<file path="src/rtl/ul_rdctrl_pkg.sv">
// Shared types and helpers for the multi-bank uplink/downlink RAM readers.
package ul_rdctrl_pkg;

  typedef enum logic [1:0] {
    S_IDLE,
    S_READ,
    S_DRAIN,
    S_DONE
  } rd_fsm_e;

  localparam int BANK_W = 3;

  function automatic int unsigned bank_base(
    input int unsigned b,
    input int unsigned stride
  );
    return b * stride;
  endfunction

endpackage

</file>
<file path="src/rtl/ul_rr_arbiter.sv">
// Round-robin first-eligible picker: scans ptr, ptr+1, ... modulo N.
module ul_rr_arbiter
  import ul_rdctrl_pkg::*;
#(
  parameter int N = 2
) (
  input  logic [N-1:0]      req,
  input  logic [BANK_W-1:0] ptr,
  output logic [BANK_W-1:0] gnt_idx,
  output logic              gnt_vld
);

  logic [2*N-1:0] rot;
  int             sum;

  // Bit k of rot is req[(ptr+k) mod N]; ptr is always below N.
  always_comb begin
    rot     = {req, req} >> ptr;
    sum     = 0;
    gnt_vld = 1'b0;
    gnt_idx = '0;
    for (int k = 0; k < N; k++) begin
      if (!gnt_vld && rot[k]) begin
        gnt_vld = 1'b1;
        sum     = int'(ptr) + k;
        gnt_idx = BANK_W'((sum >= N) ? sum - N : sum);
      end
    end
  end

endmodule

</file>
<file path="src/rtl/ul_ram_rd_ctrl_mb.sv">
// Multi-bank uplink RAM read controller with read/written bank handshake.
// Define ULRD_FRAME_STAT_EN to add frame_cnt and sticky overrun outputs.
module ul_ram_rd_ctrl_mb
  import ul_rdctrl_pkg::*;
#(
  parameter int NUM_BANKS   = 2,
  parameter int ADDR_W      = 10,
  parameter int BANK_STRIDE = 512,
  parameter int FRAME_LEN   = 262,
  parameter int RAM_LAT     = 1,
  parameter int DONE_HOLD   = 6
) (
  input  logic                 clk,
  input  logic                 nRst,
  input  logic [NUM_BANKS-1:0] wr_state,
  output logic [NUM_BANKS-1:0] rd_state,
  input  logic                 out_ready,
  output logic                 rd_en,
  output logic [ADDR_W-1:0]    rd_addr,
  output logic                 out_valid,
  output logic                 out_first,
  output logic                 out_last,
  output logic [BANK_W-1:0]    out_bank,
  output logic                 busy
`ifdef ULRD_FRAME_STAT_EN
  ,
  output logic [15:0]          frame_cnt,
  output logic                 overrun
`endif
);

  if (FRAME_LEN > BANK_STRIDE) begin : g_chk_len
    $error("FRAME_LEN exceeds BANK_STRIDE");
  end
  if (NUM_BANKS * BANK_STRIDE > 2 ** ADDR_W) begin : g_chk_map
    $error("bank map exceeds address space");
  end

  localparam logic [ADDR_W-1:0] CNT_LAST  = ADDR_W'(FRAME_LEN - 1);
  localparam logic [15:0]       HOLD_LAST = 16'(DONE_HOLD - 1);
  localparam logic [BANK_W-1:0] BANK_LAST = BANK_W'(NUM_BANKS - 1);

  rd_fsm_e              state_q, state_d;
  logic [BANK_W-1:0]    bank_q, bank_d;
  logic [BANK_W-1:0]    ptr_q, ptr_d;
  logic [ADDR_W-1:0]    cnt_q, cnt_d;
  logic [ADDR_W-1:0]    addr_q, addr_d;
  logic [ADDR_W-1:0]    base;
  logic [15:0]          hold_q, hold_d;
  logic                 rd_en_q, rd_en_d;
  logic                 fst_q, fst_d;
  logic                 lst_q, lst_d;
  logic [RAM_LAT-1:0]   vld_q, vld_d;
  logic [RAM_LAT-1:0]   pf_q, pf_d;
  logic [RAM_LAT-1:0]   pl_q, pl_d;
  logic [NUM_BANKS-1:0] rs_q, rs_d;
  logic [NUM_BANKS-1:0] wr_q;
  logic [NUM_BANKS-1:0] set_v;
  logic [NUM_BANKS-1:0] elig;
  logic [BANK_W-1:0]    gnt_idx;
  logic                 gnt_vld;
  logic                 done_ev;

  assign elig    = wr_state & ~rs_q;
  assign base    = ADDR_W'(bank_base(32'(bank_q), BANK_STRIDE));
  assign done_ev = (state_q == S_DRAIN) && pl_q[RAM_LAT-1];

  ul_rr_arbiter #(
    .N (NUM_BANKS)
  ) u_arb (
    .req     (elig),
    .ptr     (ptr_q),
    .gnt_idx (gnt_idx),
    .gnt_vld (gnt_vld)
  );

  always_comb begin
    state_d = state_q;
    bank_d  = bank_q;
    ptr_d   = ptr_q;
    cnt_d   = cnt_q;
    addr_d  = addr_q;
    hold_d  = hold_q;
    rd_en_d = 1'b0;
    fst_d   = 1'b0;
    lst_d   = 1'b0;
    unique case (state_q)
      S_IDLE: begin
        if (gnt_vld) begin
          bank_d  = gnt_idx;
          cnt_d   = '0;
          state_d = S_READ;
        end
      end
      S_READ: begin
        if (out_ready) begin
          rd_en_d = 1'b1;
          addr_d  = base + cnt_q;
          fst_d   = (cnt_q == '0);
          lst_d   = (cnt_q == CNT_LAST);
          cnt_d   = cnt_q + ADDR_W'(1);
          if (cnt_q == CNT_LAST) state_d = S_DRAIN;
        end
      end
      S_DRAIN: begin
        if (done_ev) begin
          state_d = S_DONE;
          hold_d  = '0;
          ptr_d   = (bank_q == BANK_LAST) ? '0
                  : bank_q + BANK_W'(1);
        end
      end
      S_DONE: begin
        if (hold_q == HOLD_LAST) state_d = S_IDLE;
        else hold_d = hold_q + 16'd1;
      end
      default: state_d = S_IDLE;
    endcase
  end

  always_comb begin
    vld_d    = vld_q;
    pf_d     = pf_q;
    pl_d     = pl_q;
    vld_d[0] = rd_en_q;
    pf_d[0]  = fst_q;
    pl_d[0]  = lst_q;
    for (int i = 1; i < RAM_LAT; i++) begin
      vld_d[i] = vld_q[i-1];
      pf_d[i]  = pf_q[i-1];
      pl_d[i]  = pl_q[i-1];
    end
  end

  // Set on frame completion beats a clear from a dropped wr_state.
  always_comb begin
    set_v = '0;
    for (int b = 0; b < NUM_BANKS; b++) begin
      if (done_ev && (BANK_W'(b) == bank_q)) set_v[b] = 1'b1;
    end
    rs_d = (rs_q & wr_q) | set_v;
  end

  always_ff @(posedge clk or negedge nRst) begin
    if (!nRst) begin
      state_q <= S_IDLE;
      bank_q  <= '0;
      ptr_q   <= '0;
      cnt_q   <= '0;
      addr_q  <= '0;
      hold_q  <= '0;
      rd_en_q <= 1'b0;
      fst_q   <= 1'b0;
      lst_q   <= 1'b0;
      vld_q   <= '0;
      pf_q    <= '0;
      pl_q    <= '0;
      rs_q    <= '0;
      wr_q    <= '0;
    end else begin
      state_q <= state_d;
      bank_q  <= bank_d;
      ptr_q   <= ptr_d;
      cnt_q   <= cnt_d;
      addr_q  <= addr_d;
      hold_q  <= hold_d;
      rd_en_q <= rd_en_d;
      fst_q   <= fst_d;
      lst_q   <= lst_d;
      vld_q   <= vld_d;
      pf_q    <= pf_d;
      pl_q    <= pl_d;
      rs_q    <= rs_d;
      wr_q    <= wr_state;
    end
  end

  assign rd_state  = rs_q;
  assign rd_en     = rd_en_q;
  assign rd_addr   = addr_q;
  assign out_valid = vld_q[RAM_LAT-1];
  assign out_first = pf_q[RAM_LAT-1];
  assign out_last  = pl_q[RAM_LAT-1];
  assign out_bank  = bank_q;
  assign busy      = (state_q != S_IDLE);

`ifdef ULRD_FRAME_STAT_EN
  logic [15:0] fcnt_q, fcnt_d;
  logic        ovr_q, ovr_d;

  // Refill seen before the reader's flag was cleared.
  always_comb begin
    fcnt_d = fcnt_q + 16'(done_ev);
    ovr_d  = ovr_q | (|(wr_state & ~wr_q & rs_q));
  end

  always_ff @(posedge clk or negedge nRst) begin
    if (!nRst) begin
      fcnt_q <= '0;
      ovr_q  <= 1'b0;
    end else begin
      fcnt_q <= fcnt_d;
      ovr_q  <= ovr_d;
    end
  end

  assign frame_cnt = fcnt_q;
  assign overrun   = ovr_q;
`endif

endmodule

</file>
<file path="config.mk">
export PLATFORM = sky130hd
export DESIGN_NAME = ul_ram_rd_ctrl_mb
export DESIGN_NICKNAME = d
export VERILOG_FILES = /design/src/rtl/ul_rdctrl_pkg.sv /design/src/rtl/ul_rr_arbiter.sv /design/src/rtl/ul_ram_rd_ctrl_mb.sv
export SDC_FILE = /design/constraint.sdc
export NUM_CORES = 1
export LEC_CHECK = 0
export ABC_AREA = 1
export CORE_MARGIN = 8
export CORE_UTILIZATION = 45
export CTS_CLUSTER_DIAMETER = 120
export DETAILED_ROUTE_END_ITERATION = 16
export PLACE_DENSITY = 0.67
export SLEW_MARGIN = 30
export SYNTH_ARGS = -nofsm -noshare
export SYNTH_HDL_FRONTEND = slang
export SYNTH_SLANG_ARGS = --single-unit
</file>
<file path="constraint.sdc">
create_clock -name clk -period 1.7 [get_ports clk]
set_clock_uncertainty 0.1 [all_clocks]
set_input_delay 0.255 -clock clk [delete_from_list [all_inputs] [get_ports clk]]
set_output_delay 0.255 -clock clk [all_outputs]
set_load 0.05 [all_outputs]
</file>
==> results.md <==
* Slew HR at 0.7911
* Die area at 0.009819 mm²
* Worst-Margin Slew at roughly 0.31 ns
* Pwr Total at around 4.6 mW
* Clock Path Buffers at 2
* Switching Fraction at 0.4110
* Yosys cell types at 33
* Area occupied by multi-input gates at between 0.0015 and 0.002 mm²
* NetSw at 1.902 mW
* Synth area leader: dfrtp_1
* NumNets Final at 484
* Setup_tns at -0.09022 ns
* I/O pin total at 25
* Total GRT Usage at 0.1470
* Total of max-cap violations at 0
* Filler Cells Inserted at around 600
* H-Tree Depth at 2
* Inst Count DP at ~530
* GRT overflow at 0
* RSZ-0062 raised after global routing: yes
* Worst setup margin at -0.02338 ns
* Final hold violation count at 0
* Failing checks: setup timing
* Avg WL per Cell at around 13 µm
* Slew Viols, Final at 0
* Layout area overhead at 26.42%
* Fin cells at 546
* RePlAce Congestion at 0.8536
* Residual DRC at 0
* Synthesized area per cell at 7.786 µm²
* Clock sink count at 54
* Core area at around 0.0068 mm²
* DP HPWL at about 5.1 mm
* Synth top area share at 0.4350
* Pwr per Cell Area at ~1200 mW/mm²
* Clock Power Share at 0.196
* Reg power frac at 0.333
* Combinational share of power at 0.471
* Largest net degree at the start of global routing at 55
* Worst R2R Path Depth at 8
* Crit start category: flip-flop
* Fmax at between 0.5 and 0.6 GHz
* Maximum vdd drop at approximately 1.1 mV
* Crit path required time at approximately 1.8 ns
* Setup Crit Path Kind: reg -> reg
* Via count at about 2,700
* # diodes at 0
* Setup crit end kind: flip-flop
* Core Rows at 30
* Final Critical Period at ~1.7 ns
* Die Y at roughly 100 µm
* Hold Path Class: reg -> reg
* Crit share post-route at 1.014
* Initial Util at 0.4598
* Routed vias/inst at roughly 4.9
* Yosys warns at 0
* Post-synthesis sequential area ratio at 0.4350
* Clk_lat worst skew at between 0.3 and 0.4 ns
* Clk root buf: clkbuf_8
* CTS Buf Count at 5
* Synth Register Bits at 54
* # port buffers at 24
* Initial drt markers at a little under 200
* Clk pin slew, worst setup/hold paths at around 0.11 ns
* Syn Nets at 418
* CTS tree: yes
* Leak at about 1.9 nW
* Antenna Violating Nets Remaining at 0
* Share of post-route cells with drive strength above 1 at 0.2639
* Crit path max fanout at 7
* DRT Wirelength at approximately 7.0 mm
* Post-synthesis cell count at approximately 400
* Die width at slightly below 100 µm
* Post-synthesis instance area at slightly above 0.003 mm²
* Data arrival, critical path at ~1.8 ns
* First-pass GRT wire length at 11.85 mm
* Final setup vio count at 6
* Sequential cell area at around 0.0014 mm²
* WHS Path Cells at 0
* Status: finished, violations left
* Vias in the first global route at around 2,600
* Detailed Routing Iterations Pass 1 at 4
* Initial antenna violation count at 0
* Ranking of synthesized cells by area: dfrtp_1 (43%), nand2_1 (16%), ha_1 (5.6%)
* Pint at around 2.7 mW
through the flow:
| stage | util | setup WS [ns] | hold slack, ns | instance area (µm²) |
|---|---|---|---|---|
| global placement | 0.5383 | -0.1069 | 0.1735 | 3637 |
| finish | 0.5813 | -0.02338 | 0.2570 | 3928 |
| detailed placement | 0.5383 | -0.1506 | 0.1749 | 3637 |
| CTS | 0.5609 | 0.01829 | 0.2563 | 3790 |
| global route | 0.5813 | -0.1276 | 0.2667 | 3928 |
| floorplan | - | 0.002394 | -0.1406 | 3107 |
path summary, 6_finish.rpt:
path	startpoint	to	slack, ns
setup / recovery	state_q[0]	hold_q[7]	-0.02
hold / removal	lst_q	out_last	0.26
setup reg to reg	state_q[0]	hold_q[7]	-0.02
hold reg to reg	lst_q	out_last	0.26
max in group asynchronous	nRst	ptr_q[0]	0.88
min in group asynchronous	nRst	hold_q[8]	0.34
sequential cells by signal (all words and copies together) (netlist names):
signal and count:
fst_q 1, rd_en 1, out_valid 1, cnt_q 10, lst_q 1, rd_state 2
wr_q 2, out_bank 3, out_last 1, out_first 1, rd_addr 10, ptr_q 3
hold_q 16, state_q 2
layer usage:
metal / vias to the layer above / global-route usage / part of all wire
met4: 0 / 0.04075 / 0.010
met1: 1247 / 0.1883 / 0.50
met2: 36 / 0.2443 / 0.46
li1: 1406 / - / -
met5: - / 0 / 0
met3: 5 / 0.03142 / 0.031
logic make-up (layout without fill, tap and decap cells):
kind of cell	Yosys count	in the layout	synth area share
AOI/OAI and AO/OA	49	49	0.09384
xor gates and xnor gates	16	16	0.04511
adders and majority gates	14	14	0.05638
buffers and inverters	45	112	0.06846
DFF	54	54	0.4350
and+or+nand+nor	221	221	0.3013
power by group through the flow:
stage | clock network [mW] | logic, mW | registers, mW
floorplan | 0 | 1.11 | 1.77
global placement | 0 | 1.84 | 1.56
detailed placement | 0 | 1.88 | 1.57
CTS | 0.943 | 1.96 | 1.54
global route | 0.983 | 2.40 | 1.56
finish | 0.905 | 2.18 | 1.54
critical path, stage by stage (launching register included):
cell	delay, ns
dfrtp_1	0.42
inv_2	0.07
ha_1	0.16
inv_1	0.06
or2_2	0.32
nand2_4	0.14
clkinvlp_4	0.19
nand2_1	0.11
nand2_1	0.05
Yosys cell counts, drive strengths merged:
master and number:
nor2 45, o41ai 1, dfrtp 54, nand3 27
nand2 136, ha 14, o211ai 1, a211oi 1
o21bai 3, or2 4, nand4 7, o21ai 35
nand3b 1, xnor2 2, nor3b 1, xor2 14
o22ai 1, o31ai 1, o21a 1, clkbuf 3
buf 4, inv 38, a21oi 5
timing repair:
action	4_1_cts	5_1_grt
hold buffers	1	0
endpoints found under the setup margin	3	23
resized for setup	6	31
gates cloned	0	0
pin swaps	1	17
setup buffers	1	7
hold endpoints to repair	54	0
layout by cell type, fill, tap and decap left out, types with 2 or more instances in the layout:
master	netlist	layout
o21ai_1	7	8
inv_4	2	2
ha_1	14	11
o21ai_2	6	7
nand2_4	2	2
inv_1	32	27
ha_4	0	2
nand2_1	130	120
xnor2_1	2	2
inv_6	0	3
clkbuf_8	0	5
buf_6	3	3
nand3_2	2	4
buf_12	1	5
nor2_1	44	39
or2_2	3	3
inv_2	4	7
a21oi_1	5	4
nor2_2	1	6
xor2_1	14	14
buf_4	0	53
nand3_1	25	23
dfrtp_1	54	53
o21bai_1	3	3
clkdlybuf4s50_1	0	3
nand4_1	7	7
o21ai_0	22	20
nand2_2	4	14
final cells by class:
class,instances,share of cell area
Multi-Input combinational cell,300,0.4138
Sequential cell,54,0.3444
Timing Repair Buffer,66,0.1469
Inverter,38,0.03982
Tap cell,80,0.02549
Clock buffer,5,0.01752
Clock inverter,3,0.01211
Note: power is estimated with default switching activity, not from simulation.
